===== config.mk =====
export PLATFORM = sky130hd
export DESIGN_NAME = fantasticfft_fft8_unloader_flat
export DESIGN_NICKNAME = d
export VERILOG_FILES = /design/src/rtl/fantasticfft_pkg.sv /design/src/rtl/fantasticfft_fft8_unloader_if.sv /design/src/rtl/fantasticfft_frame_buf.sv /design/src/rtl/fantasticfft_fft8_unloader.sv /design/src/flat_wrapper.sv
export SDC_FILE = /design/constraint.sdc
export NUM_CORES = 1
export LEC_CHECK = 0
export CAP_MARGIN = 5
export CORE_ASPECT_RATIO = 0.7
export CORE_MARGIN = 8
export CORE_UTILIZATION = 50
export DETAILED_ROUTE_END_ITERATION = 7
export PLACE_DENSITY = 0.8
export SLEW_MARGIN = 20
export SYNTH_ARGS = -nofsm -noshare
export SYNTH_HDL_FRONTEND = slang
export SYNTH_SLANG_ARGS = --single-unit

===== constraint.sdc =====
create_clock -name clk -period 19.25 [get_ports clk]
set_clock_uncertainty 0.2 [all_clocks]
set_input_delay 5.775 -clock clk [delete_from_list [all_inputs] [get_ports clk]]
set_output_delay 5.775 -clock clk [all_outputs]
set_load 0.1 [all_outputs]

===== src/rtl/fantasticfft_pkg.sv =====
// fantasticfft_pkg: shared fixed-point types, FFT constants and output FSM states.
package fantasticfft_pkg;
    localparam int FFT_N        = 8;
    localparam int FFT_LOG2     = 3;
    localparam int FIXED_INT_W  = 8;
    localparam int FIXED_FRAC_W = 8;
    localparam int FIXED_W      = FIXED_INT_W + FIXED_FRAC_W;

    typedef logic signed [FIXED_W-1:0] fixed_t;

    typedef struct packed {
        fixed_t re;
        fixed_t im;
    } complex_t;

    typedef enum logic {ST_IDLE, ST_STREAM} unl_state_t;
endpackage


===== src/rtl/fantasticfft_fft8_unloader_if.sv =====
// fantasticfft_fft8_unloader_if: frame-parallel FFT input and sample-serial valid/ready output bundle.
interface fantasticfft_fft8_unloader_if #(parameter int DATA_W = 16);
    import fantasticfft_pkg::*;
    logic                     in_valid;
    logic signed [DATA_W-1:0] in_re [FFT_N];
    logic signed [DATA_W-1:0] in_im [FFT_N];
    logic                     out_valid;
    logic                     out_ready;
    logic signed [DATA_W-1:0] out_re;
    logic signed [DATA_W-1:0] out_im;
    logic [2:0]               out_index;
    logic                     out_last;
    logic                     overflow;
    logic                     busy;

    modport slave (
        input  in_valid, in_re, in_im, out_ready,
        output out_valid, out_re, out_im, out_index, out_last, overflow, busy
    );

    modport master (
        output in_valid, in_re, in_im, out_ready,
        input  out_valid, out_re, out_im, out_index, out_last, overflow, busy
    );
endinterface


===== src/rtl/fantasticfft_frame_buf.sv =====
// fantasticfft_frame_buf: 8-entry complex register bank, write-all in one cycle, indexed read.
module fantasticfft_frame_buf
    import fantasticfft_pkg::*;
#(
    parameter int DATA_W = 16
) (
    input  logic                     clk,
    input  logic                     i_we,
    input  logic signed [DATA_W-1:0] i_re [FFT_N],
    input  logic signed [DATA_W-1:0] i_im [FFT_N],
    input  logic [2:0]               i_idx,
    output logic signed [DATA_W-1:0] o_re,
    output logic signed [DATA_W-1:0] o_im
);
    logic signed [DATA_W-1:0] r_re [FFT_N];
    logic signed [DATA_W-1:0] r_im [FFT_N];

    // Data needs no reset: the owner's full flags decide whether it is meaningful.
    always_ff @(posedge clk) begin
        if (i_we) begin
            r_re <= i_re;
            r_im <= i_im;
        end
    end

    assign o_re = r_re[i_idx];
    assign o_im = r_im[i_idx];
endmodule


===== src/rtl/fantasticfft_fft8_unloader.sv =====
// fantasticfft_fft8_unloader: ping-pong buffers FFT frames and streams them one sample per cycle.
// Define FANTASTICFFT_OUT_SCALE_EN to scale outputs by 1/N with round-half-up.
module fantasticfft_fft8_unloader
    import fantasticfft_pkg::*;
#(
    parameter int DATA_W = 16,
    parameter int FRAC_W = 8
) (
    input logic clk,
    input logic rst,
    fantasticfft_fft8_unloader_if.slave bus
);
    if (FRAC_W >= DATA_W) begin : g_bad_frac
        $error("FRAC_W must be smaller than DATA_W");
    end

    unl_state_t               r_state;
    unl_state_t               w_state_nx;
    logic [1:0]               r_full;
    logic [1:0]               w_full_nx;
    logic                     r_wp;
    logic                     r_rp;
    logic [2:0]               r_cnt;
    logic                     r_ovf;
    logic                     w_valid;
    logic                     w_hs;
    logic                     w_rel;
    logic                     w_wfree;
    logic                     w_cap;
    logic signed [DATA_W-1:0] w_re [2];
    logic signed [DATA_W-1:0] w_im [2];
    logic signed [DATA_W-1:0] w_sel_re;
    logic signed [DATA_W-1:0] w_sel_im;
    logic signed [DATA_W-1:0] w_out_re;
    logic signed [DATA_W-1:0] w_out_im;

    assign w_valid = (r_state == ST_STREAM);
    assign w_hs    = w_valid & bus.out_ready;
    assign w_rel   = w_hs & (r_cnt == 3'd7);
    // A buffer released at this edge may be refilled at the same edge.
    assign w_wfree = ~r_full[r_wp] | (w_rel & (r_rp == r_wp));
    assign w_cap   = bus.in_valid & w_wfree;

    for (genvar g = 0; g < 2; g++) begin : g_buf
        fantasticfft_frame_buf #(.DATA_W(DATA_W)) u_buf (
            .clk   (clk),
            .i_we  (w_cap & (r_wp == 1'(g))),
            .i_re  (bus.in_re),
            .i_im  (bus.in_im),
            .i_idx (r_cnt),
            .o_re  (w_re[g]),
            .o_im  (w_im[g])
        );
    end

    always_comb begin
        w_full_nx = '0;
        for (int b = 0; b < 2; b++)
            w_full_nx[b] = (r_full[b] & ~(w_rel & (r_rp == 1'(b)))) | (w_cap & (r_wp == 1'(b)));
    end

    // Looking at next-cycle fullness keeps back-to-back frames bubble-free.
    always_comb begin
        w_state_nx = (r_state == ST_IDLE) ? (r_full[r_rp] ? ST_STREAM : ST_IDLE)
                   : (w_rel ? (w_full_nx[~r_rp] ? ST_STREAM : ST_IDLE) : ST_STREAM);
    end

    always_ff @(posedge clk or posedge rst) begin
        if (rst) begin
            r_state <= ST_IDLE;
            r_full  <= '0;
            r_wp    <= 1'b0;
            r_rp    <= 1'b0;
            r_cnt   <= 3'd0;
            r_ovf   <= 1'b0;
        end else begin
            r_state <= w_state_nx;
            r_full  <= w_full_nx;
            if (w_cap) r_wp <= ~r_wp;
            if (w_rel) r_rp <= ~r_rp;
            if (w_hs) r_cnt <= r_cnt + 3'd1;
            if (bus.in_valid & ~w_wfree) r_ovf <= 1'b1;
        end
    end

    assign w_sel_re = r_rp ? w_re[1] : w_re[0];
    assign w_sel_im = r_rp ? w_im[1] : w_im[0];

`ifdef FANTASTICFFT_OUT_SCALE_EN
    logic signed [DATA_W:0] w_rnd_re;
    logic signed [DATA_W:0] w_rnd_im;

    // One guard bit keeps the rounding add from wrapping near full scale.
    assign w_rnd_re = $signed({w_sel_re[DATA_W-1], w_sel_re}) + $signed((DATA_W+1)'(1 << (FFT_LOG2 - 1)));
    assign w_rnd_im = $signed({w_sel_im[DATA_W-1], w_sel_im}) + $signed((DATA_W+1)'(1 << (FFT_LOG2 - 1)));
    assign w_out_re = DATA_W'(w_rnd_re >>> FFT_LOG2);
    assign w_out_im = DATA_W'(w_rnd_im >>> FFT_LOG2);
`else
    assign w_out_re = w_sel_re;
    assign w_out_im = w_sel_im;
`endif

    assign bus.out_valid = w_valid;
    assign bus.out_re    = w_valid ? w_out_re : '0;
    assign bus.out_im    = w_valid ? w_out_im : '0;
    assign bus.out_index = w_valid ? r_cnt : 3'd0;
    assign bus.out_last  = w_valid & (r_cnt == 3'd7);
    assign bus.overflow  = r_ovf;
    assign bus.busy      = |r_full;
endmodule


===== src/flat_wrapper.sv =====
// flat-port wrapper written by rule: the top's interface ports become plain ports
module fantasticfft_fft8_unloader_flat import fantasticfft_pkg::*;
#(
    parameter int DATA_W = 16,
    parameter int FRAC_W = 8
)
  (clk, rst, bus_in_valid, bus_in_re, bus_in_im, bus_out_ready, bus_out_valid, bus_out_re, bus_out_im, bus_out_index, bus_out_last, bus_overflow, bus_busy);
  fantasticfft_fft8_unloader_if #(.DATA_W(DATA_W)) bus_i ();
  input logic clk;
  input logic rst;
  input wire logic [$bits(bus_i.in_valid)-1:0] bus_in_valid;
  input wire logic [$bits(bus_i.in_re)-1:0] bus_in_re;
  input wire logic [$bits(bus_i.in_im)-1:0] bus_in_im;
  input wire logic [$bits(bus_i.out_ready)-1:0] bus_out_ready;
  output wire logic [$bits(bus_i.out_valid)-1:0] bus_out_valid;
  output wire logic [$bits(bus_i.out_re)-1:0] bus_out_re;
  output wire logic [$bits(bus_i.out_im)-1:0] bus_out_im;
  output wire logic [$bits(bus_i.out_index)-1:0] bus_out_index;
  output wire logic [$bits(bus_i.out_last)-1:0] bus_out_last;
  output wire logic [$bits(bus_i.overflow)-1:0] bus_overflow;
  output wire logic [$bits(bus_i.busy)-1:0] bus_busy;
  assign bus_i.in_valid = bus_in_valid;
  assign bus_i.in_re = {>>{bus_in_re}};
  assign bus_i.in_im = {>>{bus_in_im}};
  assign bus_i.out_ready = bus_out_ready;
  assign bus_out_valid = bus_i.out_valid;
  assign bus_out_re = bus_i.out_re;
  assign bus_out_im = bus_i.out_im;
  assign bus_out_index = bus_i.out_index;
  assign bus_out_last = bus_i.out_last;
  assign bus_overflow = bus_i.overflow;
  assign bus_busy = bus_i.busy;
  fantasticfft_fft8_unloader #(.DATA_W(DATA_W), .FRAC_W(FRAC_W)) u_core (.clk(clk), .rst(rst), .bus(bus_i));
endmodule

==> results.md, run 1 <==
* Status: finished, final reports clean
* Gate Count Post-Synth at 1082
* Core region area at 40650 µm²
* Die X at 257.4 µm
* Adder-cell share of the synthesized area at 0.001227
* Starting Density at 0.5016
* Worst setup margin at 8.771 ns
* Die height at 185.0 µm
* HPWL after DPL at 29820 µm
* Vias in the first global route at 11430
* Via/cell ratio at 5.626
* Post-Synth XOR/XNOR Area at 0.001289
* Vias after detailed routing at 11030
* Worst slack, placed at 9.313 ns
* IO Pins at 299
* Util after Layout at 0.6196
* Mux cell area share after synthesis at 0.1329
* Flop2flop setup slack at 14.24 ns
* Initial antenna violation count at 11
* WHS Path Cells at 1
* Tmin final at 10.48 ns
* Fin area at 25190 µm²
* Slew Limit Fails at 0
* Startpoint types: register
* Worst-Margin Slew at 1.116 ns
* Num CTS Buffers at 47
* VDD IR max at 0.1649 mV
* # hold bufs at CTS at 0
* Full die area at 47600 µm²
* Placed cell areas at 23770 µm²
* Final hold violations at 0
* # rows at 62
* Detailed Route Iter0 Violations at 992
* Worst path required time at 13.27 ns
* Synth Net Count at 1344
* Mapped cell area at 20390 µm²
* Setup TNS Final at 0 ns
* Largest family of logic cells by synthesized area: multiplexers
* Synth Area in Compound Gates at 0.04952
* Critical R2R Launch: u_core.r_cnt[1]
* Remaining DRCs at 0
* Avg WL per Cell at 23.79 µm
* Post-CTS sizing at 0
* GRT overflow at 0
* Hold slack at 0.2952 ns
* Synth-to-layout area growth at 23.53%
* Clock sinks at 521
* Total track usage at 0.1901
* CP arrival at 4.50 ns
* RR Endpoint: u_core.g_buf[0].u_buf.r_im[75]
* Postcts setup bufs at 0
* Placer Congestion at 0.7811
* Cell variety after synth at 33
* Synthesized area per cell at 18.85 µm²
* Hold path start: u_core.bus.overflow
* Max_slew headroom at 0.2563
* Setup violators final at 0
* Seq cells post-synth at 521
* Largest net degree at the start of global routing at 184
* Clock-pin slew on the worst setup and hold paths at 0.06 ns
* CP cell instances: nor2b_4 > buf_4 > a22oi_1 > nand3_1 > o21ai_1 > clkdlybuf4s50_1
* # H-tree levels at 2
* Clock latency on the worst-skew pair at 0.54 ns
* Kind of critical path: reg2out
* CTS tree: yes
* Sequential element share of the synthesized area at 0.7650
* RSZ-0062 raised after global routing: no
* Crit. End Element: output port
* Port bufs at 298
* Leak at 8.694 nW
* Clock Path Buffers at 3
* Power density cells at 158.2 nW/µm²
* Fraction of layout cells with a size suffix above 1 at 0.06870
* Fin crit share at 0.5444
* Fmax at 95.43 MHz
* Hold Path End: u_core.bus.overflow
* Crit-path max FO at 37
* Worst r2r path cells at 9
* Critical path's slowest cell: dfrtp_2
* Simple-Gate Fraction of Synth Area at 0.02626
* Yosys warns at 0
* First-pass GRT wire length at 69430 µm
* Worst Hold Class: reg2reg
* Nets at 1642
* Pre-antenna DRT Iters at 7
* Final wirelength at 46630 µm
* ANT nets after route at 0
* CP peak stage delay at 1.05 ns
* CTS root buf: clkbuf_16
* Max_cap viols at 0
[per-layer routing]
metal  share of wire  track usage  up-vias
met2            0.48       0.3091      492
met4           0.016      0.04603       12
met1            0.42       0.2570     5486
met3           0.080      0.04968       69
li1                -            -     4967
met5          0.0017            0        -
[cell type report]
type / count / area (µm²)
Fill cell: 2860 / 15460
Timing Repair Buffer: 312 / 3113
Inverter: 2 / 7.507
Clock inverter: 19 / 136.4
Multi-Input combinational cell: 496 / 4359
Sequential cell: 521 / 15610
Tap cell: 544 / 680.7
Antenna cell: 4 / 10.01
Clock buffer: 62 / 1275
[cells in the mapped netlist (all sizes together)]
cell type | number | share of area
mux2 | 2 | 0.0011
or2 | 1 | 0.00031
nand3 | 32 | 0.0079
mux4 | 25 | 0.030
o21ai | 33 | 0.0081
inv | 2 | 0.00037
edfxtp | 512 | 0.75
xor2 | 1 | 0.00043
xnor2 | 2 | 0.00086
a32oi | 1 | 0.00043
nand2b | 24 | 0.0074
dfrtp | 9 | 0.011
and2 | 5 | 0.0015
o22ai | 2 | 0.00061
nor2b | 3 | 0.00092
mux2i | 207 | 0.10
a21oi | 4 | 0.00098
a22oi | 101 | 0.037
clkbuf | 31 | 0.0063
nand2 | 40 | 0.0074
buf | 32 | 0.017
nor2 | 5 | 0.00092
a21boi | 1 | 0.00037
o211ai | 5 | 0.0018
ha | 2 | 0.0012
[cell usage in the layout, fill, tap and decap left out, types with 3 or more instances in the layout]
| cell | Yosys | routed |
|---|---|---|
| edfxtp_1 | 512 | 512 |
| clkdlybuf4s50_1 | 0 | 298 |
| mux2i_1 | 207 | 207 |
| a22oi_1 | 101 | 101 |
| clkbuf_16 | 0 | 49 |
| nand2_1 | 40 | 39 |
| nand3_1 | 32 | 32 |
| o21ai_1 | 30 | 30 |
| nand2b_1 | 24 | 24 |
| mux4_1 | 14 | 14 |
| clkbuf_1 | 28 | 13 |
| buf_4 | 5 | 12 |
| mux4_2 | 11 | 11 |
| clkinv_1 | 0 | 10 |
| clkinv_2 | 0 | 6 |
| dfrtp_1 | 9 | 6 |
| o211ai_1 | 5 | 5 |
| diode_2 | 0 | 4 |
| and2_1 | 5 | 4 |
| o21ai_0 | 3 | 3 |
| nor2b_4 | 0 | 3 |
| a21oi_1 | 4 | 3 |
| nor2_1 | 5 | 3 |
[power by group]
part           internal [W]  total (W)  switching [W]
Clock              0.000490   0.000871       0.000380
Sequential          0.00135    0.00144      0.0000916
Combinational      0.000515    0.00167        0.00116
Total               0.00235    0.00398        0.00163
[worst max-delay path by stage]
stage | from | end | slack, ns | cells past startpoint
global route | u_core.r_cnt[0] | bus_out_im[4] | 8.58 | 6
floorplan | bus_out_ready | u_core.g_buf[0].u_buf.r_im[0] | 1.50 | 4
detailed placement | u_core.r_cnt[0] | bus_out_im[4] | 9.31 | 6
global placement | u_core.r_cnt[0] | bus_out_im[4] | 9.35 | 6
finish | u_core.r_cnt[2] | bus_out_re[10] | 8.77 | 6
CTS | u_core.r_cnt[0] | bus_out_im[4] | 8.70 | 6
[per-stage QoR]
step                      power (W)  instances
final                      0.003984       1960
after global routing       0.004132       1959
after floorplan            0.002759       1082
after CTS                  0.004014       1956
after detailed placement   0.003142       1875
after global placement     0.003121       1875
[registers in the layout (all words and copies together) (netlist names)]
register and cells:
u_core.bus.overflow 1, u_core.g_buf.u_buf.r_im 256, u_core.r_cnt 3, u_core.r_full 2
u_core.r_rp 1, u_core.bus.out_valid 1, u_core.g_buf.u_buf.r_re 256, u_core.r_wp 1
[worst max-delay path: cells and delay by family (launching register included)]
family                 cells  cell delay (ns)
AOI/OAI and AO/OA          2             0.28
buffers and inverters      2             1.58
DFF                        1             1.05
and+or+nand+nor            2             0.97
[cell families after synthesis]
| family | after synthesis |
|---|---|
| flops | 521 |
| mux | 234 |
| compound gates | 147 |
| simple gates | 110 |
| buf+inv | 65 |
| xor+xnor | 3 |
| fa+ha+maj | 2 |
(Power assumes the default switching activity.)
==> run 2: changes to the inputs <==
CORE_UTILIZATION = 49   (was 50)
PLACE_DENSITY = 0.82   (was 0.8)
clock period = 9 ns   (was 19.25 ns; I/O delays follow)
==> run 2 against run 1 <==
Against the previous run: via count rose by 1.2%; total power is 120% higher; sequential share of layout area is 0.70 points lower; hold slack got worse by 0.030 ns; cell count grew 0.97%; combinational power grew 120%; routed wire length up 3.4%; core utilization grew 0.12 points; clock power increased by 130%; non-clock buffer count grew 8; worst setup slack worse by 6.9 ns.
==> results.md, run 2 (synthesized netlist as in run 1, its figures left out) <==
* Status: finished, final reports clean
* IO Pins at 299
* Worst setup margin at 1.919 ns
* Met3 routed WL at 4177 µm
* CP cell instances: buf_4 > buf_4 > mux2i_1 > a22oi_1 > nand3_1 > o21ai_1 > clkdlybuf4s50_1
* Placed cell areas at 23880 µm²
* Fraction of layout cells with a size suffix above 1 at 0.08059
* Port bufs at 298
* HPWL after DPL at 31730 µm
* Power density cells at 344.0 nW/µm²
* Util after Layout at 0.6208
* Most used cell, CP: buf_4
* CTS tree: yes
* GRT overflow at 0
* Num CTS Buffers at 48
* Hold path start: u_core.bus.overflow
* Die height at 186.7 µm
* Final hold violations at 0
* Critical path's slowest cell: clkdlybuf4s50_1
* Starting Density at 0.4969
* # rows at 62
* Max_slew headroom at 0.2521
* Kind of critical path: reg2out
* Total track usage at 0.1911
* Synth-to-layout area growth at 24.94%
* Nets at 1651
* Core region area at 41040 µm²
* Worst-Margin Slew at 1.119 ns
* Most frequent cells in the layout: 512 x edfxtp_1, 298 x clkdlybuf4s50_1, 207 x mux2i_1, 101 x a22oi_1, 49 x clkbuf_16
* First-pass GRT wire length at 70880 µm
* Clock Path Buffers at 3
* Via/cell ratio at 5.639
* Initial antenna violation count at 17
* Crit path max-delay family: buffers and inverters
* Worst Path Buf+Inv at 3
* # H-tree levels at 2
* Metal-1 WL at 19320 µm
* Crit. End Element: output port
* Highest Signal Layer: met5
* RSZ-0062 raised after global routing: no
* Setup violators final at 0
* Crit-path max FO at 51
* Largest net degree at the start of global routing at 133
* Tmin final at 7.081 ns
* Worst Hold Class: reg2reg
* Final wirelength at 48210 µm
* Vias in the first global route at 11880
* Setup TNS Final at 0 ns
* Critical R2R Launch: u_core.r_cnt[0]
* CP arrival at 4.18 ns
* Fmax at 141.2 MHz
* ANT nets after route at 0
* Worst path required time at 6.10 ns
* Full die area at 48500 µm²
* Placer Congestion at 0.8175
* # hold bufs at CTS at 0
* Avg WL per Cell at 24.36 µm
* Die X at 259.8 µm
* Met2 wire length at 23390 µm
* Clock latency on the worst-skew pair at 0.56 ns
* VDD IR max at 0.3771 mV
* Startpoint types: register
* Slew Limit Fails at 0
* Fin crit share at 0.7868
* Clock-pin slew on the worst setup and hold paths at 0.06 ns
* Biggest registers after layout: u_core.g_buf.u_buf.r_im: 256 flops, u_core.g_buf.u_buf.r_re: 256 flops, u_core.r_cnt: 3 flops
* CP peak stage delay at 1.18 ns
* Post-CTS sizing at 0
* Clock sinks at 521
* Leak at 8.832 nW
* Fin area at 25480 µm²
* Max_cap viols at 0
* Vias after detailed routing at 11160
* Postcts setup bufs at 0
* Worst slack, placed at 2.511 ns
* CP Launch Point: u_core.r_cnt[0]
* Pre-antenna DRT Iters at 5
* Remaining DRCs at 0
* Most common library cell in the layout ignoring fill and taps: edfxtp_1
* Detailed Route Iter0 Violations at 862
* CTS root buf: clkbuf_16
-- run 2: metal layers --
metal	track usage	vias to the layer above
met5	0	-
met3	0.05634	95
li1	-	4990
met1	0.2439	5548
met2	0.3118	511
met4	0.06206	16
-- run 2: layout make-up --
class	instances	area, µm²
diodes	8	20.02
flip-flops and latches	521	15610
well taps	544	680.7
inverters	2	7.507
fillers	2795	15560
multi-input cells	496	4359
repair buffers	320	3231
clock buffers	65	1306
clock inverters	23	265.3
-- run 2: final timing paths --
kind | to | cells past startpoint | slack, ns
worst max register to register | u_core.g_buf[0].u_buf.r_re[34] | 8 | 5.10
min in group asynchronous | u_core.r_wp | 2 | 2.28
worst min register to register | u_core.bus.overflow | 1 | 0.27
max in group asynchronous | u_core.r_cnt[0] | 2 | 5.91
worst min-delay path | u_core.bus.overflow | 1 | 0.27
worst max-delay path | bus_out_im[0] | 7 | 1.92
-- run 2: worst register-to-register path: stages, from the launching register on --
cell and delay [ns]:
dfrtp_4 1.01, buf_4 0.34, ha_1 0.17, ha_1 0.16, nand3_1 0.21, nor2_1 0.15
nor2_1 0.08, nor2_4 0.38, buf_4 0.71
-- run 2: per-stage QoR --
step / cells / hold slack (ns) / total power [W]
final: 1979 / 0.2654 / 0.008764
after global routing: 1977 / 0.2966 / 0.009064
after CTS: 1971 / 0.2739 / 0.008817
after detailed placement: 1883 / 0.2553 / 0.006785
after global placement: 1882 / 0.2520 / 0.006712
after floorplan: 1082 / 0.3608 / 0.005854
-- run 2: power breakdown --
group	internal [W]	leakage (nW)	switching (W)	total, W
sequential	0.00288	4.71	0.000139	0.00302
clock	0.00119	0.773	0.000839	0.00203
combinational	0.00113	3.35	0.00258	0.00371
total	0.00520	8.83	0.00356	0.00876
